<file path="src/rtl/ivl_uvm_ovl_window_pkg.sv">
// Shared types and default widths for the OVL window responder.
package ivl_uvm_ovl_window_pkg;

  typedef enum logic {
    WIN_IDLE = 1'b0,
    WIN_OPEN = 1'b1
  } win_state_e;

  localparam int LEN_W_DEF = 8;
  localparam int CNT_W_DEF = 16;

endpackage

</file>
<file path="src/rtl/ivl_uvm_ovl_sat_cnt.sv">
// Increment-enable counter that sticks at all-ones instead of wrapping.
module ivl_uvm_ovl_sat_cnt #(
  parameter int W = 16
) (
  input  logic         clock,
  input  logic         reset,
  input  logic         inc,
  output logic [W-1:0] cnt
);

  logic [W-1:0] cnt_q;
  logic [W-1:0] cnt_d;

  always_comb begin
    cnt_d = cnt_q;
    if (inc && (cnt_q != '1)) begin
      cnt_d = cnt_q + W'(1);
    end
  end

  always_ff @(posedge clock or negedge reset) begin
    if (!reset) begin
      cnt_q <= '0;
    end else begin
      cnt_q <= cnt_d;
    end
  end

  assign cnt = cnt_q;

endmodule

</file>
<file path="src/rtl/ivl_uvm_ovl_window_resp.sv">
// Responder for the OVL window handshake: holds ack for a programmable window
// after req, pulses resp at its end, and can inject a one-cycle ack drop.
module ivl_uvm_ovl_window_resp
  import ivl_uvm_ovl_window_pkg::*;
#(
  parameter int LEN_W = LEN_W_DEF,
  parameter int CNT_W = CNT_W_DEF
) (
  input  logic             clock,
  input  logic             reset,
  input  logic             enable,
  input  logic             req,
  input  logic [LEN_W-1:0] win_len,
  input  logic [LEN_W-1:0] drop_at,
  output logic             ack,
  output logic             resp,
  output logic             busy,
  output logic [CNT_W-1:0] win_cnt,
  output logic [CNT_W-1:0] fault_cnt
);

  win_state_e       state_q, state_d;
  logic [LEN_W-1:0] cnt_q, cnt_d;
  logic [LEN_W-1:0] len_q, len_d;
  logic [LEN_W-1:0] drop_q, drop_d;
  logic             ack_q, ack_d;
  logic             resp_q, resp_d;
  logic             busy_q, busy_d;
  logic             start;

  always_comb begin
    state_d = state_q;
    cnt_d   = cnt_q;
    len_d   = len_q;
    drop_d  = drop_q;
    start   = 1'b0;

    case (state_q)
      WIN_IDLE: begin
        if (enable && req) begin
          start = 1'b1;
        end
      end
      WIN_OPEN: begin
        if (!enable) begin
          state_d = WIN_IDLE;
        end else if (cnt_q == len_q) begin
          // A req on the last cycle restarts without an ack gap.
          if (req) begin
            start = 1'b1;
          end else begin
            state_d = WIN_IDLE;
          end
        end else begin
          cnt_d = cnt_q + LEN_W'(1);
        end
      end
      default: state_d = WIN_IDLE;
    endcase

    if (start) begin
      state_d = WIN_OPEN;
      cnt_d   = LEN_W'(1);
      len_d   = (win_len == '0) ? LEN_W'(1) : win_len;
      drop_d  = drop_at;
    end

    // Outputs are computed from the next-cycle state so they come straight off flops.
    busy_d = (state_d == WIN_OPEN);
    ack_d  = busy_d && (cnt_d != drop_d);
    resp_d = busy_d && (cnt_d == len_d);
  end

  always_ff @(posedge clock or negedge reset) begin
    if (!reset) begin
      state_q <= WIN_IDLE;
      cnt_q   <= '0;
      len_q   <= '0;
      drop_q  <= '0;
      ack_q   <= 1'b0;
      resp_q  <= 1'b0;
      busy_q  <= 1'b0;
    end else begin
      state_q <= state_d;
      cnt_q   <= cnt_d;
      len_q   <= len_d;
      drop_q  <= drop_d;
      ack_q   <= ack_d;
      resp_q  <= resp_d;
      busy_q  <= busy_d;
    end
  end

  assign ack  = ack_q;
  assign resp = resp_q;
  assign busy = busy_q;

  // Counters track the cycles actually presented on the outputs.
  ivl_uvm_ovl_sat_cnt #(.W(CNT_W)) u_win_cnt (
    .clock (clock),
    .reset (reset),
    .inc   (resp_q),
    .cnt   (win_cnt)
  );

  ivl_uvm_ovl_sat_cnt #(.W(CNT_W)) u_fault_cnt (
    .clock (clock),
    .reset (reset),
    .inc   (busy_q && !ack_q),
    .cnt   (fault_cnt)
  );

endmodule
</file>
<file path="config.mk">
export PLATFORM = sky130hd
export DESIGN_NAME = ivl_uvm_ovl_window_resp
export DESIGN_NICKNAME = d
export VERILOG_FILES = /design/src/rtl/ivl_uvm_ovl_window_pkg.sv /design/src/rtl/ivl_uvm_ovl_sat_cnt.sv /design/src/rtl/ivl_uvm_ovl_window_resp.sv
export SDC_FILE = /design/constraint.sdc
export NUM_CORES = 1
export LEC_CHECK = 0
export CAP_MARGIN = 15
export CORE_MARGIN = 4
export CORE_UTILIZATION = 50
export DETAILED_ROUTE_END_ITERATION = 8
export DONT_BUFFER_PORTS = 1
export PLACE_DENSITY = 0.66
export REMOVE_ABC_BUFFERS = 1
export SLEW_MARGIN = 10
export SYNTH_ARGS = -nofsm -noshare
export SYNTH_HDL_FRONTEND = slang
export SYNTH_HIERARCHICAL = 1
export SYNTH_SLANG_ARGS = --single-unit
export TNS_END_PERCENT = 5
</file>
<file path="constraint.sdc">
create_clock -name clock -period 3.9 [get_ports clock]
set_input_delay 0.78 -clock clock [delete_from_list [all_inputs] [get_ports clock]]
set_output_delay 0.78 -clock clock [all_outputs]
set_load 0.1 [all_outputs]
</file>
* After elaboration in Yosys (flattened, before gate mapping)
Index checks and enable logic that the tools add are counted. W data, S select, Z words.
Storage, ports and cells: flip-flop bits (word level) 59, latch bits 0, memory bits (writable) 0, bits in read-only memories 0, bits of input ports 20, output and inout bits 35, word-level logic and storage cells 41, memories kept 0
Operators by class: $add $sub $neg 3, multiply operators 0, div/mod/pow operators 0, magnitude comparators 0, equality and inequality tests 5, shift-type cells 0, multiplexer cells 16, bitwise operators 1, reductions and logical operators 8
Operator list (number):
- $mux W8 | 7
- $add A16 B1 Y16 const B | 2
- $ne A16 B16 Y1 const B | 2
- $eq A8 B8 Y1 | 2
- $add A8 B1 Y8 const B | 1
- $logic_not A8 Y1 | 1
- $mux W1 | 8
- $ne A8 B8 Y1 | 1
- $logic_and A1 B1 Y1 | 6
- $pmux W1 S2 | 1
- $logic_not A1 Y1 | 1
- $not A1 Y1 | 1

* Logic depth before layout (Yosys ltp)
word-level depth 7, gate-level depth with buffers 11, depth with buffers taken out 9

* Cells and area by module
Netlist, hierarchy kept.
By module, submodules not included:
- ivl_uvm_ovl_sat_cnt | times used 2, cells an instance 72, area each 859.6 sq um
- ivl_uvm_ovl_window_resp | times used 1, cells an instance 158, area each 1607.8 sq um

* Worst setup path before layout
Ideal clock, no wire load.
kind register to register, start register cnt_q[0], end register resp_q (netlist: resp), arrival time 2.713 ns, path slack 1.091 ns, stages on the path, launching flop included 11, path buffers 2, clock period less this slack 2.809 ns, cell sequence dfrtp_1 -> buf_6 -> xor2_2 -> a2111o_1 -> o21ai_4 -> and3_4 -> buf_4 -> mux2_2 -> xor2_1 -> or3_1 -> nor4_2
On the way: word-level cells in the longest chain between the ends 7, elaborated cells on any way between the ends 16
RTL lines:
- from (decl) | RTL line ivl_uvm_ovl_window_resp.sv:23 | logic [LEN_W-1:0] cnt_q, cnt_d;
- from (signal assigned) | RTL line ivl_uvm_ovl_window_resp.sv:85 | cnt_q <= cnt_d;
- $eq A8 B8 Y1 | RTL line ivl_uvm_ovl_window_resp.sv:47 | end else if (cnt_q == len_q) begin
- $mux W1 | RTL line ivl_uvm_ovl_window_resp.sv:47
- $mux W1 | RTL line ivl_uvm_ovl_window_resp.sv:45 | if (!enable) begin
- $pmux W1 S2 | RTL line ivl_uvm_ovl_window_resp.sv:38 | case (state_q)
- $mux W8 | RTL line ivl_uvm_ovl_window_resp.sv:61 | if (start) begin
- named net len_d[3] | RTL line ivl_uvm_ovl_window_resp.sv:24 | logic [LEN_W-1:0] len_q, len_d;
- $eq A8 B8 Y1 | RTL line ivl_uvm_ovl_window_resp.sv:71 | resp_d = busy_d && (cnt_d == len_d);
- $logic_and A1 B1 Y1 | RTL line ivl_uvm_ovl_window_resp.sv:71
- named net resp_d | RTL line ivl_uvm_ovl_window_resp.sv:27 | logic resp_q, resp_d;
- to (signal assigned) | RTL line ivl_uvm_ovl_window_resp.sv:89 | resp_q <= resp_d;
- to (decl) | RTL line ivl_uvm_ovl_window_resp.sv:27
The timed path passes the listed nets, and every way through them passes these cells. A chain may end at the register's enable or synchronous reset.

* Worst setup path in the final report
Same ends and word-level chain as after synthesis.

==> impl_metrics.toml <==
[detailed_routing]
drt_iter0_drc = 101
ant_nets = 0
routed_wl_mm = 7.33
route.vias.total = 2517
drcViolationCount = 0
wire_per_inst_um = 17.7
drt_pass1_iterations = 4
viasPerCell = 6.09

[cts]
postCtsHoldBufs = 0
path_clk_slew_ps = 70
post_cts_buffers = 0
cts_root_buffer = "clkbuf_8"
post_cts_resized = 0
cts_buffers = 9
clkLatencyLatePin_ps = 330
cts_tree = "yes"
cts.sinks = 59
clockBufferDepth = 2
htreeDepth = 3

[yosys]
yosys.cell_types.count = 62
ys_seq_elements = 59
synthesis.area_sq_um = 3330
yosysWarnings = 6
avgSynthCellArea_sq_um = 11.0
ys_async_sr_fraction = 1.00
synthFlopType = "dfrtp_1"
seq_area_frac_synth = 0.444
synth_edf_count = 0
synthCells = 302

[floorplan]
coreArea_sq_um = 6420
die_w_um = 89.6
die_height_um = 89.6
ios = 55
dieArea_sq_um = 8020
rows = 29
initial_core_util = 0.518

[place]
port_buffers = 0
dpl_cell_area_sq_um = 3570
dp_cells = 397
hpwl_mm = 5.39
place.gp.congestion = 0.890

[sta]
drv_slew = 0
fmax_mhz = 334
setup_viol = 0
post-route-period-util = 0.767
finalHoldViolCount = 0
min_period_ps = 2990
skew_ps = 9.83
slew_headroom = 0.292
rsz0062_at_grt = "false"
tightest_slew_ps = 1060
tns_ps = 0

[cells_and_area]
area_delta_synth_final_pct = 14.5
design_area_sq_um = 3810
antennaDiodeCount = 0
finalNonFillerCells = 413
fin_nets = 354
drive_gt1_frac = 0.247

[status]
status = "complete, no violations"

[power_and_ir_drop]
p_leak_uw = 0.00166
power_density_nw_per_um2 = 571
ir_drop_uv = 312

[critical_path]
critPathArrivalTime_ps = 3230
endpoint_kind = "flop"
cp.required_ps = 4140
path_class = "flop to flop"
crit_path_max_fanout = 20
worstSetupStartpointType = "flop"

[job]
cap_violations = 0

[global_route]
grt_pass1_wl_mm = 12.0
grt_max_degree = 60
antenna_found_initial = 0
grt_pass1_vias = 2458
overflow = 0
globalRouteTotalUtil = 0.196

[worst_hold_path]
hp-class = "input pin to async pin"
==> synth_stat cells (all sizes together), types with 2 or more instances <==
| cell type | number | share of area |
|---|---|---|
| dfrtp | 59 | 0.44 |
| nand2 | 30 | 0.034 |
| nand4 | 24 | 0.058 |
| xnor2 | 22 | 0.058 |
| a21oi | 16 | 0.027 |
| nand3 | 15 | 0.030 |
| xor2 | 14 | 0.039 |
| mux2 | 13 | 0.045 |
| o21a | 11 | 0.025 |
| o21ai | 9 | 0.017 |
| nor2 | 8 | 0.011 |
| a31oi | 7 | 0.013 |
| and4 | 7 | 0.021 |
| nor3 | 7 | 0.014 |
| buf | 6 | 0.012 |
| nor4 | 6 | 0.031 |
| and3 | 5 | 0.011 |
| inv | 5 | 0.0056 |
| o31ai | 4 | 0.017 |
| ha | 3 | 0.011 |
| a22o | 2 | 0.0053 |
| a32oi | 2 | 0.0053 |
| and4b | 2 | 0.0060 |
| clkbuf | 2 | 0.0023 |
| nand2b | 2 | 0.0038 |
| o211ai | 2 | 0.0045 |
| o311ai | 2 | 0.0075 |
| or2 | 2 | 0.0038 |
| or3 | 2 | 0.0038 |
| or4 | 2 | 0.0045 |
==> worst max-delay path, stage by stage (launching register included) <==
cell and delay (ps):
dfrtp_1 480, xor2_2 240, a2111o_1 450, o21ai_4 240
and3_4 400, mux2_2 390, xor2_1 140, or3_1 320
nor4_2 250
==> flip-flops by register name, indices dropped and copies added, names as in the netlist <==
signal,cells
busy,1
resp,1
ack,1
drop_q,8
cnt_q,8
len_q,8
u_win_cnt/cnt,16
u_fault_cnt/cnt,16
==> cell families after synthesis <==
logic type	count (synthesis)	synth area share
multiplexers	14	0.0481
AND/OR/NAND/NOR	115	0.237
flip-flops	59	0.444
adder cells (fa/ha/maj)	3	0.0113
buffers and inverters	13	0.0203
XOR/XNOR	36	0.0970
AO/OA/AOI/OAI	62	0.142
==> worst paths after layout <==
path	start	to	slack (ps)	depth (start not counted)
min	reset	u_win_cnt/cnt[9]	130	0
max in group asynchronous	reset	len_q[1]	3640	0
min in group clock	drop_q[0]	drop_q[0]	510	2
max reg2reg	cnt_q[0]	resp	910	8
min reg2reg	drop_q[0]	drop_q[0]	510	2
max	cnt_q[0]	resp	910	8
==> cell type report <==
class / instances / area, sq um
fillers: 543 / 2610
clock buffers: 9 / 124
inverters: 5 / 18.8
well taps: 77 / 96.3
repair buffers: 26 / 195
flip-flops and latches: 59 / 1480
multi-input cells: 230 / 1780
clock inverters: 7 / 116
==> cells in the final DEF (no fill, tap or decap), types with 3 or more instances in the layout <==
master     instances
a21oi_1           13
a21oi_2            3
a31oi_1            7
and3_1             4
and4_1             3
buf_4             26
bufinv_16          3
clkbuf_8           9
dfrtp_1           59
ha_1               3
inv_1              5
mux2_2            10
nand2_1           30
nand3_1           13
nand4_1           20
nor2_1             6
nor3_1             5
nor4_4             4
o21a_1            11
o21ai_0            7
xnor2_1           22
xor2_1            13
==> metrics by stage <==
stage	power, uW	util	hold slack, ps	setup WS, ps
after floorplan	1370	-	466	1120
after global placement	1500	0.556	486	991
after detailed placement	1510	0.556	486	898
after CTS	2200	0.593	117	887
after global routing	2290	0.593	103	760
final	2170	0.593	132	908
==> where the power goes <==
group | internal (uW) | switching [uW]
clock network | 423 | 249
logic | 214 | 390
registers | 698 | 201
total | 1330 | 839
==> routing by layer <==
metal  up-vias  global-route usage  share of wire
met5         -                   0              0
met3         6              0.0620          0.075
met4         0              0.0636          0.011
met1      1217               0.256           0.44
li1       1206                   -              -
met2        88               0.311           0.47
(Power assumes the default switching activity.)
